<file path="config.mk">
export PLATFORM = sky130hd
export DESIGN_NAME = risk_limit_table
export DESIGN_NICKNAME = d
export VERILOG_FILES = /design/src/rtl/risk_pkg.sv /design/src/rtl/risk_entry_ram.sv /design/src/rtl/risk_limit_table.sv
export SDC_FILE = /design/constraint.sdc
export NUM_CORES = 2
export LEC_CHECK = 0
export CORE_MARGIN = 1.5
export CORE_UTILIZATION = 30
export DETAILED_ROUTE_END_ITERATION = 7
export HOLD_SLACK_MARGIN = 0.06
export SYNTH_ARGS = -nofsm -noshare
export SYNTH_HDL_FRONTEND = slang
export SYNTH_HIERARCHICAL = 1
export SYNTH_SLANG_ARGS = --single-unit
</file>
<file path="constraint.sdc">
create_clock -name clk -period 8.15 [get_ports clk]
set_input_delay 2.0375 -clock clk [delete_from_list [all_inputs] [get_ports clk]]
set_output_delay 2.0375 -clock clk [all_outputs]
set_load 0.02 [all_outputs]
</file>
<file path="src/rtl/risk_pkg.sv">
// Shared types, default widths and the limit-check helper for the
// pre-trade risk table.
`timescale 1ns/1ps

package risk_pkg;

  // Default geometry, matching the original 32-entry 16/16-bit cache.
  localparam int RISK_NUM_CLIENTS = 32;
  localparam int RISK_QTY_W       = 16;
  localparam int RISK_LIM_W       = 16;
  localparam int RISK_ACC_W       = 16;

  // Working width of the helper; any ACC_W, LIM_W, QTY_W up to 63 fits.
  localparam int RISK_MAX_W       = 64;

  typedef enum logic [1:0] {
    S_IDLE,
    S_READ,
    S_CHECK,
    S_RESP
  } risk_state_t;

  typedef struct packed {
    logic                  accept;
    logic [RISK_MAX_W-1:0] new_acc;
  } risk_result_t;

  // Callers zero-extend acc/qty/limit to RISK_MAX_W. The sum keeps one bit
  // above acc_w, so a set bit at or above acc_w is a carry out of the
  // accumulator and forces a reject. On accept new_acc fits in acc_w bits.
  function automatic risk_result_t risk_check(
    input logic [RISK_MAX_W-1:0] acc,
    input logic [RISK_MAX_W-1:0] qty,
    input logic [RISK_MAX_W-1:0] limit,
    input int unsigned           acc_w
  );
    risk_result_t          r;
    logic [RISK_MAX_W-1:0] sum;
    sum       = acc + qty;
    r.new_acc = sum;
    r.accept  = ((sum >> acc_w) == '0) && (sum <= limit);
    return r;
  endfunction

endpackage

</file>
<file path="src/rtl/risk_entry_ram.sv">
// Client entry store: DEPTH x WIDTH, one read port and one write port,
// synchronous read, no reset.
`timescale 1ns/1ps

module risk_entry_ram #(
  parameter  int DEPTH = 32,
  parameter  int WIDTH = 32,
  localparam int AW    = $clog2(DEPTH)
) (
  input  logic             clk,
  input  logic             rd_en,
  input  logic [AW-1:0]    rd_addr,
  output logic [WIDTH-1:0] rd_data,
  input  logic             wr_en,
  input  logic [AW-1:0]    wr_addr,
  input  logic [WIDTH-1:0] wr_data
);

  logic [WIDTH-1:0] mem [DEPTH];

  // Write port and registered read port.
  // NOTE: the array has no reset so it maps onto block RAM; validity is
  // tracked outside in a resettable vector. Non-blocking assignments keep
  // read-before-write ordering identical in simulation and hardware.
  always_ff @(posedge clk) begin
    if (wr_en) mem[wr_addr] <= wr_data;
    if (rd_en) rd_data <= mem[rd_addr];
  end

endmodule

</file>
<file path="src/rtl/risk_limit_table.sv">
// Pre-trade risk table: per-client limit and accumulated exposure with a
// read/check/commit FSM, one transaction in flight.
// Optional build macro RISK_STATS_EN adds saturating accept/reject counters;
// without it cnt_accept/cnt_reject are tied to zero.
// ACC_W must be >= QTY_W and NUM_CLIENTS must be at least 2.
`timescale 1ns/1ps

module risk_limit_table
  import risk_pkg::*;
#(
  parameter  int NUM_CLIENTS = RISK_NUM_CLIENTS,
  parameter  int QTY_W       = RISK_QTY_W,
  parameter  int LIM_W       = RISK_LIM_W,
  parameter  int ACC_W       = RISK_ACC_W,
  localparam int CID_W       = $clog2(NUM_CLIENTS)
) (
  input  logic             clk,
  input  logic             rst,
  input  logic             ord_valid,
  output logic             ord_ready,
  input  logic [CID_W-1:0] ord_client,
  input  logic [QTY_W-1:0] ord_qty,
  input  logic             cfg_valid,
  output logic             cfg_ready,
  input  logic [CID_W-1:0] cfg_client,
  input  logic [LIM_W-1:0] cfg_limit,
  input  logic             cfg_clear,
  output logic             res_valid,
  input  logic             res_ready,
  output logic             res_accept,
  output logic [CID_W-1:0] res_client,
  output logic [ACC_W-1:0] res_acc,
  output logic [31:0]      cnt_accept,
  output logic [31:0]      cnt_reject
);

  localparam int ENT_W = LIM_W + ACC_W;

  risk_state_t state_q, state_d;

  logic [NUM_CLIENTS-1:0] entry_valid_q;
  logic                   cfg_pend_q;

  // Latched config request, written back one cycle after its read.
  logic [CID_W-1:0] cfg_client_q;
  logic [LIM_W-1:0] cfg_limit_q;
  logic             cfg_keep_q;

  // Latched order and the entry it read.
  logic [CID_W-1:0] ord_client_q;
  logic [QTY_W-1:0] ord_qty_q;
  logic             ent_valid_q;
  logic [LIM_W-1:0] ent_limit_q;
  logic [ACC_W-1:0] ent_acc_q;

  // RAM ports.
  logic             ram_re;
  logic [CID_W-1:0] ram_raddr;
  logic [ENT_W-1:0] ram_rdata;
  logic             ram_we;
  logic [CID_W-1:0] ram_waddr;
  logic [ENT_W-1:0] ram_wdata;

  logic [LIM_W-1:0] ram_rd_lim;
  logic [ACC_W-1:0] ram_rd_acc;
  logic [ACC_W-1:0] cfg_new_acc;

  risk_result_t     chk;
  logic             chk_accept;
  logic [ACC_W-1:0] chk_acc;
  logic             unused_chk_hi;

  risk_entry_ram #(
    .DEPTH (NUM_CLIENTS),
    .WIDTH (ENT_W)
  ) u_ram (
    .clk     (clk),
    .rd_en   (ram_re),
    .rd_addr (ram_raddr),
    .rd_data (ram_rdata),
    .wr_en   (ram_we),
    .wr_addr (ram_waddr),
    .wr_data (ram_wdata)
  );

  assign ram_rd_lim = ram_rdata[ENT_W-1:ACC_W];
  assign ram_rd_acc = ram_rdata[ACC_W-1:0];

  // A reconfigure keeps the running exposure unless asked to clear it or
  // the entry had never been configured (its RAM word is garbage).
  assign cfg_new_acc = cfg_keep_q ? ram_rd_acc : ACC_W'(0);

  assign chk = risk_check(RISK_MAX_W'(ent_acc_q), RISK_MAX_W'(ord_qty_q),
                          RISK_MAX_W'(ent_limit_q), ACC_W);
  assign chk_accept    = ent_valid_q && chk.accept;
  assign chk_acc       = chk.new_acc[ACC_W-1:0];
  assign unused_chk_hi = ^chk.new_acc[RISK_MAX_W-1:ACC_W];

  // Next-state, handshakes and RAM port control.
  // NOTE: every output gets a default before the case so no path leaves a
  // signal unassigned, which would otherwise infer a latch.
  always_comb begin
    state_d   = state_q;
    ord_ready = 1'b0;
    cfg_ready = 1'b0;
    ram_re    = 1'b0;
    ram_raddr = ord_client;
    ram_we    = 1'b0;
    ram_waddr = cfg_client_q;
    ram_wdata = {cfg_limit_q, cfg_new_acc};
    unique case (state_q)
      S_IDLE: begin
        if (cfg_pend_q) begin
          // Write half of the config read-modify-write; both ports stalled.
          ram_we = 1'b1;
        end else begin
          cfg_ready = 1'b1;
          ord_ready = !cfg_valid;
          if (cfg_valid) begin
            ram_re    = 1'b1;
            ram_raddr = cfg_client;
          end else if (ord_valid) begin
            ram_re  = 1'b1;
            state_d = S_READ;
          end
        end
      end
      S_READ: begin
        state_d = S_CHECK;
      end
      S_CHECK: begin
        if (chk_accept) begin
          ram_we    = 1'b1;
          ram_waddr = ord_client_q;
          ram_wdata = {ent_limit_q, chk_acc};
        end
        state_d = S_RESP;
      end
      S_RESP: begin
        if (res_ready) state_d = S_IDLE;
      end
      default: state_d = S_IDLE;
    endcase
  end

  // FSM state register.
  always_ff @(posedge clk or posedge rst) begin
    if (rst) state_q <= S_IDLE;
    else     state_q <= state_d;
  end

  // Config write-pending flag and per-client valid bits.
  always_ff @(posedge clk or posedge rst) begin
    if (rst) begin
      cfg_pend_q    <= 1'b0;
      entry_valid_q <= '0;
    end else begin
      cfg_pend_q <= cfg_valid && cfg_ready;
      if (cfg_pend_q) entry_valid_q[cfg_client_q] <= 1'b1;
    end
  end

  // Transaction datapath; each register is only consumed after the
  // handshake or state that loads it, so it needs no reset.
  always_ff @(posedge clk) begin
    if (cfg_valid && cfg_ready) begin
      cfg_client_q <= cfg_client;
      cfg_limit_q  <= cfg_limit;
      cfg_keep_q   <= entry_valid_q[cfg_client] && !cfg_clear;
    end
    if (ord_valid && ord_ready) begin
      ord_client_q <= ord_client;
      ord_qty_q    <= ord_qty;
    end
    if (state_q == S_READ) begin
      ent_valid_q <= entry_valid_q[ord_client_q];
      ent_limit_q <= entry_valid_q[ord_client_q] ? ram_rd_lim : LIM_W'(0);
      ent_acc_q   <= entry_valid_q[ord_client_q] ? ram_rd_acc : ACC_W'(0);
    end
  end

  // Decision register: loaded on the check edge, held until consumed.
  always_ff @(posedge clk or posedge rst) begin
    if (rst) begin
      res_valid  <= 1'b0;
      res_accept <= 1'b0;
      res_client <= '0;
      res_acc    <= '0;
    end else if (state_q == S_CHECK) begin
      res_valid  <= 1'b1;
      res_accept <= chk_accept;
      res_client <= ord_client_q;
      res_acc    <= chk_accept ? chk_acc : ent_acc_q;
    end else if (state_q == S_RESP && res_ready) begin
      res_valid <= 1'b0;
    end
  end

`ifdef RISK_STATS_EN
  logic [31:0] cnt_accept_q;
  logic [31:0] cnt_reject_q;

  // Saturating decision counters, bumped on the check edge.
  always_ff @(posedge clk or posedge rst) begin
    if (rst) begin
      cnt_accept_q <= '0;
      cnt_reject_q <= '0;
    end else if (state_q == S_CHECK) begin
      if (chk_accept) begin
        if (cnt_accept_q != 32'hFFFF_FFFF) cnt_accept_q <= cnt_accept_q + 32'd1;
      end else begin
        if (cnt_reject_q != 32'hFFFF_FFFF) cnt_reject_q <= cnt_reject_q + 32'd1;
      end
    end
  end

  assign cnt_accept = cnt_accept_q;
  assign cnt_reject = cnt_reject_q;
`else
  assign cnt_accept = 32'd0;
  assign cnt_reject = 32'd0;
`endif

  // The decision must not change while the consumer is stalling.
  a_res_stable: assert property (@(posedge clk) disable iff (rst)
    (res_valid && !res_ready) |=>
      (res_valid && $stable(res_accept) && $stable(res_client) && $stable(res_acc)));

  // No write may leave an entry's exposure above its limit.
  a_acc_le_limit: assert property (@(posedge clk) disable iff (rst)
    ram_we |-> (RISK_MAX_W'(ram_wdata[ACC_W-1:0]) <= RISK_MAX_W'(ram_wdata[ENT_W-1:ACC_W])));

endmodule

</file>
==> flow_summary.json <==
{
  "status": "complete, no violations",
  "synth-seq-area-share_pct": 73.2,
  "grt_use_total_pct": 14.2,
  "drv_cap": 0,
  "syn_avg_cell_area_sq_um": 16.6,
  "end_kind": "flip-flop",
  "finish.utilization_pct": 34.6,
  "postRouteAntennaNets": 0,
  "grt_overflow": 0,
  "initial_core_util_pct": 30.2,
  "max_freq_mhz": 146,
  "power.density_nw_per_um2": 308,
  "cts_setup_buffers": 0,
  "vias_per_cell": 4.86,
  "place_hpwl_um": 76000,
  "cp_data_arrival_time_ns": 7.25,
  "grt_pass1_wl_um": 173000,
  "yosys_warnings": 6,
  "skew_ns": 0.0274,
  "synth-main-ff-cell": "edfxtp_1",
  "worstMarginPinSlew_ns": 1.20,
  "synth_edf_count": 1132,
  "vias": 25800,
  "synth_seq_cells": 1190,
  "drive_above_1_share_pct": 11.3,
  "grt_pass1_vias": 25300,
  "cts_hold_buf": 0,
  "critPathMaxFanout": 20,
  "nFillCells": 15200,
  "cts.sinks": 1190,
  "drt-pass1-iter-count": 5,
  "rows": 147,
  "die_w_um": 405,
  "register_area_sq_um": 35400,
  "dieArea_sq_um": 164000,
  "drtIter0Drc": 2804,
  "port_buffers": 72,
  "multi_input_area_sq_um": 12100,
  "rsz0062_at_grt": "false",
  "setup_viol": 0,
  "clkLatencyLatePin_ns": 0.72,
  "die_h_um": 405,
  "syn-cell-area_sq_um": 48400,
  "peakVddDrop_mv": 0.185,
  "htreeDepth": 3,
  "area_delta_synth_final_pct": 14.5,
  "startpoint_type": "flip-flop",
  "drt-total-wl_um": 118000,
  "hold_viol": 0,
  "hold_path_class": "reg2reg",
  "io_pins": 137,
  "grt_max_degree": 69,
  "wl_per_cell_um": 22.3,
  "nets": 3126,
  "tns_ns": 0,
  "drc": 0,
  "path_clk_slew_ns": 0.06,
  "cp.required_ns": 8.53,
  "synthArstFlopShare_pct": 4.87,
  "slew_headroom_pct": 19.8,
  "post_cts_resized": 0,
  "min_period_over_period_pct": 84.2,
  "netlist_instances": 2911,
  "antenna_found_initial": 4,
  "synth_cell_type_count": 64,
  "power_leakage_nw": 19.3,
  "fin_crit_ns": 6.86,
  "cts_buffers": 114,
  "crit_type": "reg2reg",
  "core_area_sq_um": 160000,
  "gp_congestion": 0.847,
  "cts_root_buf": "clkbuf_16",
  "tritoncts": "yes",
  "clock_path_buffers": 3,
  "slew_violations": 0
}
==> worst paths after layout <==
check / start / slack (ns) / end / cells after the start
hold reg to reg: entry_valid_q[6]$_DFFE_PP0P_ / 0.47 / entry_valid_q[6]$_DFFE_PP0P_ / 1
max in group asynchronous: rst / 5.72 / entry_valid_q[13]$_DFFE_PP0P_ / 3
setup / recovery: ord_qty_q[1]$_DFFE_PP_ / 1.29 / u_ram/mem[26][29]$_DFFE_PP_ / 19
min in group asynchronous: rst / 1.88 / res_acc[15]$_DFFE_PP0P_ / 3
setup reg to reg: ord_qty_q[1]$_DFFE_PP_ / 1.29 / u_ram/mem[26][29]$_DFFE_PP_ / 19
hold / removal: entry_valid_q[6]$_DFFE_PP0P_ / 0.47 / entry_valid_q[6]$_DFFE_PP0P_ / 1
==> cell usage in the layout, fill, tap and decap left out, types with 6 or more instances in the layout <==
cell / synthesis / final
ha_1: 36 / 35
nand2b_1: 9 / 7
buf_4: 99 / 89
a21o_1: 23 / 23
a22o_1: 64 / 64
nor2_1: 62 / 28
clkinv_2: 0 / 27
mux2_1: 20 / 17
edfxtp_1: 1132 / 1132
clkbuf_16: 0 / 116
a31oi_1: 34 / 34
a21oi_1: 124 / 124
mux2i_1: 527 / 526
clkinv_1: 1 / 27
nand3b_1: 10 / 10
nand2_1: 147 / 146
conb_1: 1 / 64
nor3_1: 38 / 38
inv_1: 30 / 29
clkdlybuf4s50_1: 0 / 72
o21ai_0: 28 / 14
dfrtp_1: 58 / 58
clkbuf_1: 57 / 25
nor2_4: 0 / 34
mux2_2: 11 / 13
xnor2_1: 8 / 8
bufinv_16: 0 / 6
diode_2: 0 / 7
nand3_1: 104 / 104
mux4_2: 20 / 20
nor2b_1: 37 / 35
o211ai_1: 6 / 6
o21bai_1: 17 / 17
a22oi_1: 97 / 97
==> logic make-up (layout without fill, tap and decap cells) <==
group	after synthesis	after routing	synth area share, %
other	1	71	0.00774
xor gates and xnor gates	10	10	0.181
muxes	578	578	12.5
buffers and inverters	246	408	3.03
and+or+nand+nor	433	433	4.27
adders and majority gates	37	37	0.971
DFF	1190	1190	73.2
AOI/OAI and AO/OA	416	416	5.84
==> final cells by class <==
type / instances / area share [%]
Sequential cell: 1190 / 63.9
Multi-Input combinational cell: 1538 / 21.9
Clock buffer: 144 / 5.48
Tap cell: 2160 / 4.87
Timing Repair Buffer: 166 / 2.68
Clock inverter: 67 / 0.907
Inverter: 31 / 0.210
Antenna cell: 7 / 0.0316
==> state kept, by name, summed over array words and instances (netlist names) <==
| signal | flops |
|---|---|
| ent_limit_q | 16 |
| ent_valid_q | 1 |
| u_ram/mem | 1024 |
| res_accept | 1 |
| cfg_client_q | 5 |
| ent_acc_q | 16 |
| state_q | 2 |
| cfg_limit_q | 16 |
| ord_qty_q | 16 |
| cfg_keep_q | 1 |
| ord_client_q | 5 |
| cfg_pend_q | 1 |
| entry_valid_q | 32 |
| u_ram/rd_data | 32 |
| res_client | 5 |
| res_acc | 16 |
| res_valid | 1 |
==> through the flow <==
stage	hold WS, ns	cells	instance area [sq um]	setup slack [ns]	total power, mW
after CTS	0.475	5296	55400	1.31	17.2
after global placement	0.451	5085	51900	1.30	12.1
after global routing	0.496	5297	55400	0.838	17.7
final	0.473	5303	55500	1.29	17.1
after floorplan	0.439	2974	48700	1.61	10.5
after detailed placement	0.461	5085	51900	1.32	12.1
==> cell usage after synthesis (37+ instances only) <==
cell type  count  area, sq um
dfrtp_1       58         1450
nand2_1      147          552
buf_2         38          190
nor2b_1       37          231
a22o_1        64          561
nor3_1        38          190
a22oi_1       97          728
nand3_1      104          521
clkbuf_1      57          214
buf_4         99          743
edfxtp_1    1132        34000
a21oi_1      124          621
nor2_1        62          233
mux2i_1      527         5280
==> worst max-delay path, cell delays in order (launching register included) <==
cell       delay (ns)
edfxtp_1         0.43
ha_1             0.33
a211oi_1         0.30
o211ai_1         0.20
a21bo_2          0.26
a2111oi_0        0.53
o21ai_0          0.22
nand2b_1         0.11
inv_1            0.05
ha_1             0.28
nand2_1          0.07
nor4_1           0.29
and4_1           0.28
o2111ai_1        0.25
nor4_4           0.53
mux2_1           0.44
nand3b_1         0.76
buf_4            0.43
nor2_4           0.37
buf_4            0.38
==> layer usage <==
metal / wire length, um / track usage [%] / part of all wire, %
met1: 53700 / 20.5 / 45
met2: 52600 / 21.4 / 44
met3: 9360 / 3.43 / 7.9
met4: 2650 / 3.52 / 2.2
met5: 20 / 0 / 0.017
==> report_power, final <==
group	internal (mW)	total (mW)	switching, mW
clock network	2.82	5.06	2.24
registers	7.67	7.92	0.255
logic	1.30	4.09	2.79
Note: power is estimated with default switching activity, not from simulation.
